`src/rtl/maze_scoreboard.sv`:
```
// Multi-channel maze scoreboard: per-player timer, crash counter and IDLE/RUN/DONE state.
// Define MAZE_BEST_TIME_EN to keep a per-channel best time in register field 2.
module maze_scoreboard #(
    parameter int CHANNELS   = 2,
    parameter int TIMER_BITS = 20,
    parameter int CRASH_BITS = 8,
    parameter int PRESCALE   = 1000,
    parameter int DEBOUNCE   = 4
) (
    input  logic                           clk,
    input  logic                           reset,
    input  logic                           start,
    input  logic [CHANNELS-1:0]            crash_in,
    input  logic [CHANNELS-1:0]            goal_in,
    input  logic                           valid,
    input  logic [3:0]                     wstrb,
    input  logic [3:0]                     addr,
    input  logic [31:0]                    wdata,
    output logic                           ready,
    output logic [31:0]                    rdata,
    output logic [CHANNELS*TIMER_BITS-1:0] timer_count,
    output logic [CHANNELS*CRASH_BITS-1:0] crash_count,
    output logic [CHANNELS-1:0]            running,
    output logic [CHANNELS-1:0]            done,
    output logic                           reset_out
);

    localparam int PS_W = $clog2(PRESCALE);
    localparam int DB_W = $clog2(DEBOUNCE + 1);

    typedef enum logic [1:0] {IDLE, RUN, DONE} state_t;

    logic [PS_W-1:0]                presc;
    logic                           tick;
    logic                           access;
    logic                           ctrl_write;
    logic [CHANNELS-1:0]            idle;
    logic [CHANNELS*TIMER_BITS-1:0] best_flat;
    logic [31:0]                    rd_val;
    logic                           unused_wdata;

    assign tick         = (presc == PS_W'(PRESCALE - 1));
    assign access       = valid && !ready;
    assign ctrl_write   = access && (|wstrb) && (addr[1:0] == 2'd3) && wdata[0];
    assign unused_wdata = ^wdata[31:1];

    always_ff @(posedge clk or negedge reset) begin
        if (!reset) begin
            presc <= '0;
        end else if (start || tick) begin
            presc <= '0;
        end else begin
            presc <= presc + 1'b1;
        end
    end

    for (genvar g = 0; g < CHANNELS; g++) begin : g_chan
        logic [1:0]            crash_sync;
        logic                  crash_db;
        logic [DB_W-1:0]       db_cnt;
        logic [2:0]            goal_sync;
        logic                  crash_event;
        logic                  goal_event;
        logic                  clear;
        state_t                state;
        logic [TIMER_BITS-1:0] timer_q;
        logic [TIMER_BITS-1:0] timer_next;
        logic [CRASH_BITS-1:0] crash_q;
        logic [CRASH_BITS-1:0] crash_next;

        // The crash event fires on the same edge that the debounced level falls.
        assign crash_event = !crash_sync[1] && crash_db && (db_cnt == DB_W'(DEBOUNCE - 1));
        assign goal_event  = goal_sync[1] && !goal_sync[2];
        assign clear       = ctrl_write && (addr[3:2] == 2'(g));
        assign timer_next  = (tick && timer_q != '1) ? timer_q + 1'b1 : timer_q;
        assign crash_next  = (crash_event && crash_q != '1) ? crash_q + 1'b1 : crash_q;

        always_ff @(posedge clk or negedge reset) begin
            if (!reset) begin
                crash_sync <= 2'b11;
                crash_db   <= 1'b1;
                db_cnt     <= '0;
                goal_sync  <= 3'b000;
            end else begin
                crash_sync <= {crash_sync[0], crash_in[g]};
                goal_sync  <= {goal_sync[1:0], goal_in[g]};
                if (crash_sync[1] == crash_db) begin
                    db_cnt <= '0;
                end else if (db_cnt == DB_W'(DEBOUNCE - 1)) begin
                    crash_db <= crash_sync[1];
                    db_cnt   <= '0;
                end else begin
                    db_cnt <= db_cnt + 1'b1;
                end
            end
        end

        always_ff @(posedge clk or negedge reset) begin
            if (!reset) begin
                state   <= IDLE;
                timer_q <= '0;
                crash_q <= '0;
            end else if (clear) begin
                state   <= IDLE;
                timer_q <= '0;
                crash_q <= '0;
            end else if (start) begin
                state   <= RUN;
                timer_q <= '0;
                crash_q <= '0;
            end else if (state == RUN) begin
                timer_q <= timer_next;
                crash_q <= crash_next;
                if (goal_event) begin
                    state <= DONE;
                end
            end
        end

`ifdef MAZE_BEST_TIME_EN
        logic [TIMER_BITS-1:0] best_q;

        always_ff @(posedge clk or negedge reset) begin
            if (!reset) begin
                best_q <= '1;
            end else if (!clear && !start && state == RUN && goal_event && timer_next < best_q) begin
                best_q <= timer_next;
            end
        end

        assign best_flat[g*TIMER_BITS +: TIMER_BITS] = best_q;
`else
        assign best_flat[g*TIMER_BITS +: TIMER_BITS] = '0;
`endif

        assign timer_count[g*TIMER_BITS +: TIMER_BITS] = timer_q;
        assign crash_count[g*CRASH_BITS +: CRASH_BITS] = crash_q;
        assign running[g] = (state == RUN);
        assign done[g]    = (state == DONE);
        assign idle[g]    = (state == IDLE);
    end

    always_comb begin
        rd_val = '0;
        for (int c = 0; c < CHANNELS; c++) begin
            if (addr[3:2] == 2'(c)) begin
                case (addr[1:0])
                    2'd0:    rd_val = 32'(timer_count[c*TIMER_BITS +: TIMER_BITS]);
                    2'd1:    rd_val = 32'(crash_count[c*CRASH_BITS +: CRASH_BITS]);
                    2'd2:    rd_val = 32'(best_flat[c*TIMER_BITS +: TIMER_BITS]);
                    default: rd_val = {29'b0, done[c], running[c], idle[c]};
                endcase
            end
        end
    end

    // ready pulses once per access; rdata holds between accesses.
    always_ff @(posedge clk or negedge reset) begin
        if (!reset) begin
            ready     <= 1'b0;
            rdata     <= '0;
            reset_out <= 1'b1;
        end else begin
            reset_out <= 1'b0;
            ready     <= access;
            if (access) begin
                rdata <= rd_val;
            end
        end
    end

endmodule
```
`config.mk`:
```
export PLATFORM = sky130hd
export DESIGN_NAME = maze_scoreboard
export DESIGN_NICKNAME = d
export VERILOG_FILES = /design/src/rtl/maze_scoreboard.sv
export SDC_FILE = /design/constraint.sdc
export NUM_CORES = 1
export LEC_CHECK = 0
export CAP_MARGIN = 10
export CORE_ASPECT_RATIO = 1.2
export CORE_MARGIN = 1
export CORE_UTILIZATION = 45
export DETAILED_ROUTE_END_ITERATION = 10
export GPL_ROUTABILITY_DRIVEN = 0
export PLACE_DENSITY = 0.76
export SKIP_LAST_GASP = 1
export SLEW_MARGIN = 20
export SYNTH_ARGS = -nofsm -noshare
export SYNTH_HDL_FRONTEND = slang
export SYNTH_SLANG_ARGS = --single-unit
```
`constraint.sdc`:
```
create_clock -name clk -period 1.8 [get_ports clk]
set_input_delay 0.36 -clock clk [delete_from_list [all_inputs] [get_ports clk]]
set_output_delay 0.36 -clock clk [all_outputs]
set_load 0.005 [all_outputs]
```
==> metrics <==
status=complete, but fails checks; failing checks=negative setup slack; Synth cell types=66; Slew HR=65.7%; Pre-antenna DRT Iters=5; chip width=between 100 and 150 microns; Worst Setup EP=g_chan[1].timer_q[8]; sequential power share=50.0%; Post-Syn Area=5600 sq um; Synth area leaders=dfrtp_1 46%, nor2_1 5.4%, dfstp_2 3.3%, o21ai_0 2.7%, a221oi_1 2.7%; Clk pwr share=36.8%; I/O pin total=142; worst hold-check path type=flip-flop to flip-flop; synthesized flop and latch total=110; fin cells=973; fin crit share=110%; Antenna Violating Nets Remaining=0; FILL cells=842; largest net degree at the start of global routing=45; Worst path max stage delay=450 ps; Hold Fails Final Rpt=0; Crit path top cell by count=buf_6; worst setup path startpoint=presc[0]; worst setup margin=-187 ps; worst vdd ir=just under 500 uV; H-tree depth=3; Clk Latency, worst-skew pair=roughly 350 ps; routed length per instance=about 18 microns; share of layout cells above drive strength 1=30.7%; critical path startpoint category=flip-flop; Pwr per Cell Area=627 nW/um^2; GRT Util Overall=between 20% and 30%; Max clock buf depth=2; die height=124 microns; Worst Setup End Kind=flip-flop; Tot Pwr=between 5 and 6 mW; Switching Share=25.5%; leakage power=approximately 3.6 nW; CTS Buf Count=9; Avg Cell Area, Syn=9.92 sq um; placement row count=44; die area=12900 sq um; Psw=around 1.4 mW; post-synth top area share=46.1%; initial antenna violation count=0; Starting Density=between 40% and 50%; DP Worst Slack=-410 ps; DRC viols=0; GRT overflow=0; DR iter-0 viols=321; Max Cap Viol=0; Design Area, Final=8570 sq um; vias in the first global route=~5.6k; kind of critical path=flip-flop to flip-flop; Final nets=864; clock transition at the registers of the reported paths=70 ps; first-pass GRT wire length=27.5 mm; clock period minus worst slack=around 2000 ps; Mapped Cells=564; Worst Tran Pin Value=513 ps; total core area=12100 sq um; FMAX=503 MHz; top_reg_cell synth=dfrtp_1; CP Max Fanout=7; worst r2r src=presc[0]; Clock Skews=9.04 ps; total number of yosys warnings=0; PortBufs=98; RSZ-0062 raised after global routing=yes; hold path startpoint=g_chan[1].crash_sync[0]; Synth area leader=dfrtp_1; clk sink count=110; design internal power=4.00 mW; Final Core Density=70.8%; dpl cells=928; Post-synth ARST share=between 90% and 100%; CTS tree=done; Worst EP required=~2100 ps; crit-path cells=ha_4 > nand3_4 > buf_6 > nor4_4 > buf_6 > o211ai_4 > or4_1 > a21oi_2; slack of the worst reg-to-reg path=-190 ps; Via density=approximately 5.7; max-slew violations=0; root buf cell=clkbuf_16; DP Wirelength=12.1 mm; Seq/Total Area, Yosys=49.3%; setup violators final=35; Synth-to-Final Area Change=53.1%; Reg2Reg Depth=8; total wire length=17.6 mm; Worst R2R End=g_chan[1].timer_q[8]; # diodes=0; critical path arrival=2270 ps; Logic pwr share=13.2%; number of vias in the routed layout=5565; Critical-path top delay cell=or4_1; placed cell areas=roughly 7700 sq um; EDFF count, synth=0
repair_timing:
action,CTS,global route
pin swaps,13,19
hold buffers,1,0
gates resized for setup,30,63
endpoints found under the setup margin,56,60
cloned,2,0
setup buffers,16,10
endpoints found under the hold margin,21,0
layout make-up:
cell class	instances	area (sq um)	area share, %
clock inverter	5	41.3	0.482
inverter	19	71.3	0.832
sequential	110	2760	32.2
tap	161	201	2.35
clock buffer	11	253	2.95
timing repair buffer	248	2200	25.7
multi-input combinational	419	3040	35.4
kinds of logic after synthesis:
group	synth area share, %
other	0.0670
buffers and inverters	4.14
flip-flops	49.3
XOR/XNOR	4.54
multiplexers	2.91
AND/OR/NAND/NOR	22.8
AO/OA/AOI/OAI	14.2
adder cells (fa/ha/maj)	2.01
how the worst min path moves through the flow:
| stage | cells after the start | slack [ps] | to |
|---|---|---|---|
| floorplan | 0 | 60 | g_chan[0].crash_q[0] |
| global placement | 0 | 330 | g_chan[1].goal_sync[1] |
| detailed placement | 0 | 340 | g_chan[1].goal_sync[1] |
| CTS | 0 | 360 | g_chan[1].crash_sync[1] |
| global route | 0 | 360 | g_chan[1].crash_sync[1] |
| finish | 0 | 360 | g_chan[1].crash_sync[1] |
sequential cells by signal (all words and copies together), names as in the netlist, 2 cells and up:
register and flops:
g_chan.state 4, rdata 20, presc 10, g_chan.crash_sync 4, g_chan.crash_q 16, g_chan.timer_q 40
g_chan.goal_sync 6, g_chan.db_cnt 6, g_chan.crash_db 2
critical path, delay by kind of cell (launching register included):
family | cells | cell delay, ps
simple gates | 3 | 770
flops | 1 | 400
buf+inv | 2 | 320
compound gates | 2 | 260
fa+ha+maj | 1 | 170
power groups by stage:
stage	clock, mW	combinational [mW]	sequential (mW)
final	1.98	0.710	2.68
after global routing	2.08	0.781	2.70
after CTS	1.99	0.693	2.69
after detailed placement	0	0.666	2.73
after global placement	0	0.629	2.72
after floorplan	0	0.315	2.72
per-stage QoR:
stage	TNS, ps	hold slack [ps]
2_1_floorplan	-799	64.4
6_report	-2800	356
4_1_cts	-1590	355
3_5_place_dp	-19160	341
5_1_grt	-5250	363
3_3_place_gp	-15110	334
metal layers:
metal,GRT usage [%],up-vias,part of all wire (%)
met2,49.1,245,52
met1,32.8,2758,39
li1,-,2514,-
met4,11.1,0,3.2
met5,0,-,0
met3,4.29,48,5.9
cell usage in the layout, fill, tap and decap left out, drive strengths merged, types with 14 or more instances in the layout:
master,count
buf,150
dfrtp,103
clkdlybuf4s50,92
nor2,80
o21ai,33
nand2,29
a21oi,28
nand3,24
inv,21
or3,21
a221oi,17
xnor2,17
mux2i,14
nand4,14
nor3,14
cell usage after synthesis (all sizes together) (5+ instances only):
master  number
nand4       14
or3         21
and4         6
o21ai       32
nor3b        5
nor2        80
inv         19
xnor2       17
nand2       29
nand3       24
nand2b       6
a21oi       28
and3         8
nor4         9
dfrtp      103
o21a         6
ha           9
a221oi      17
nor3        14
clkbuf      13
xor2        12
dfstp        7
o31ai        5
o211ai       6
mux2i       14
buf         17
Note: power is estimated with default switching activity, not from simulation.
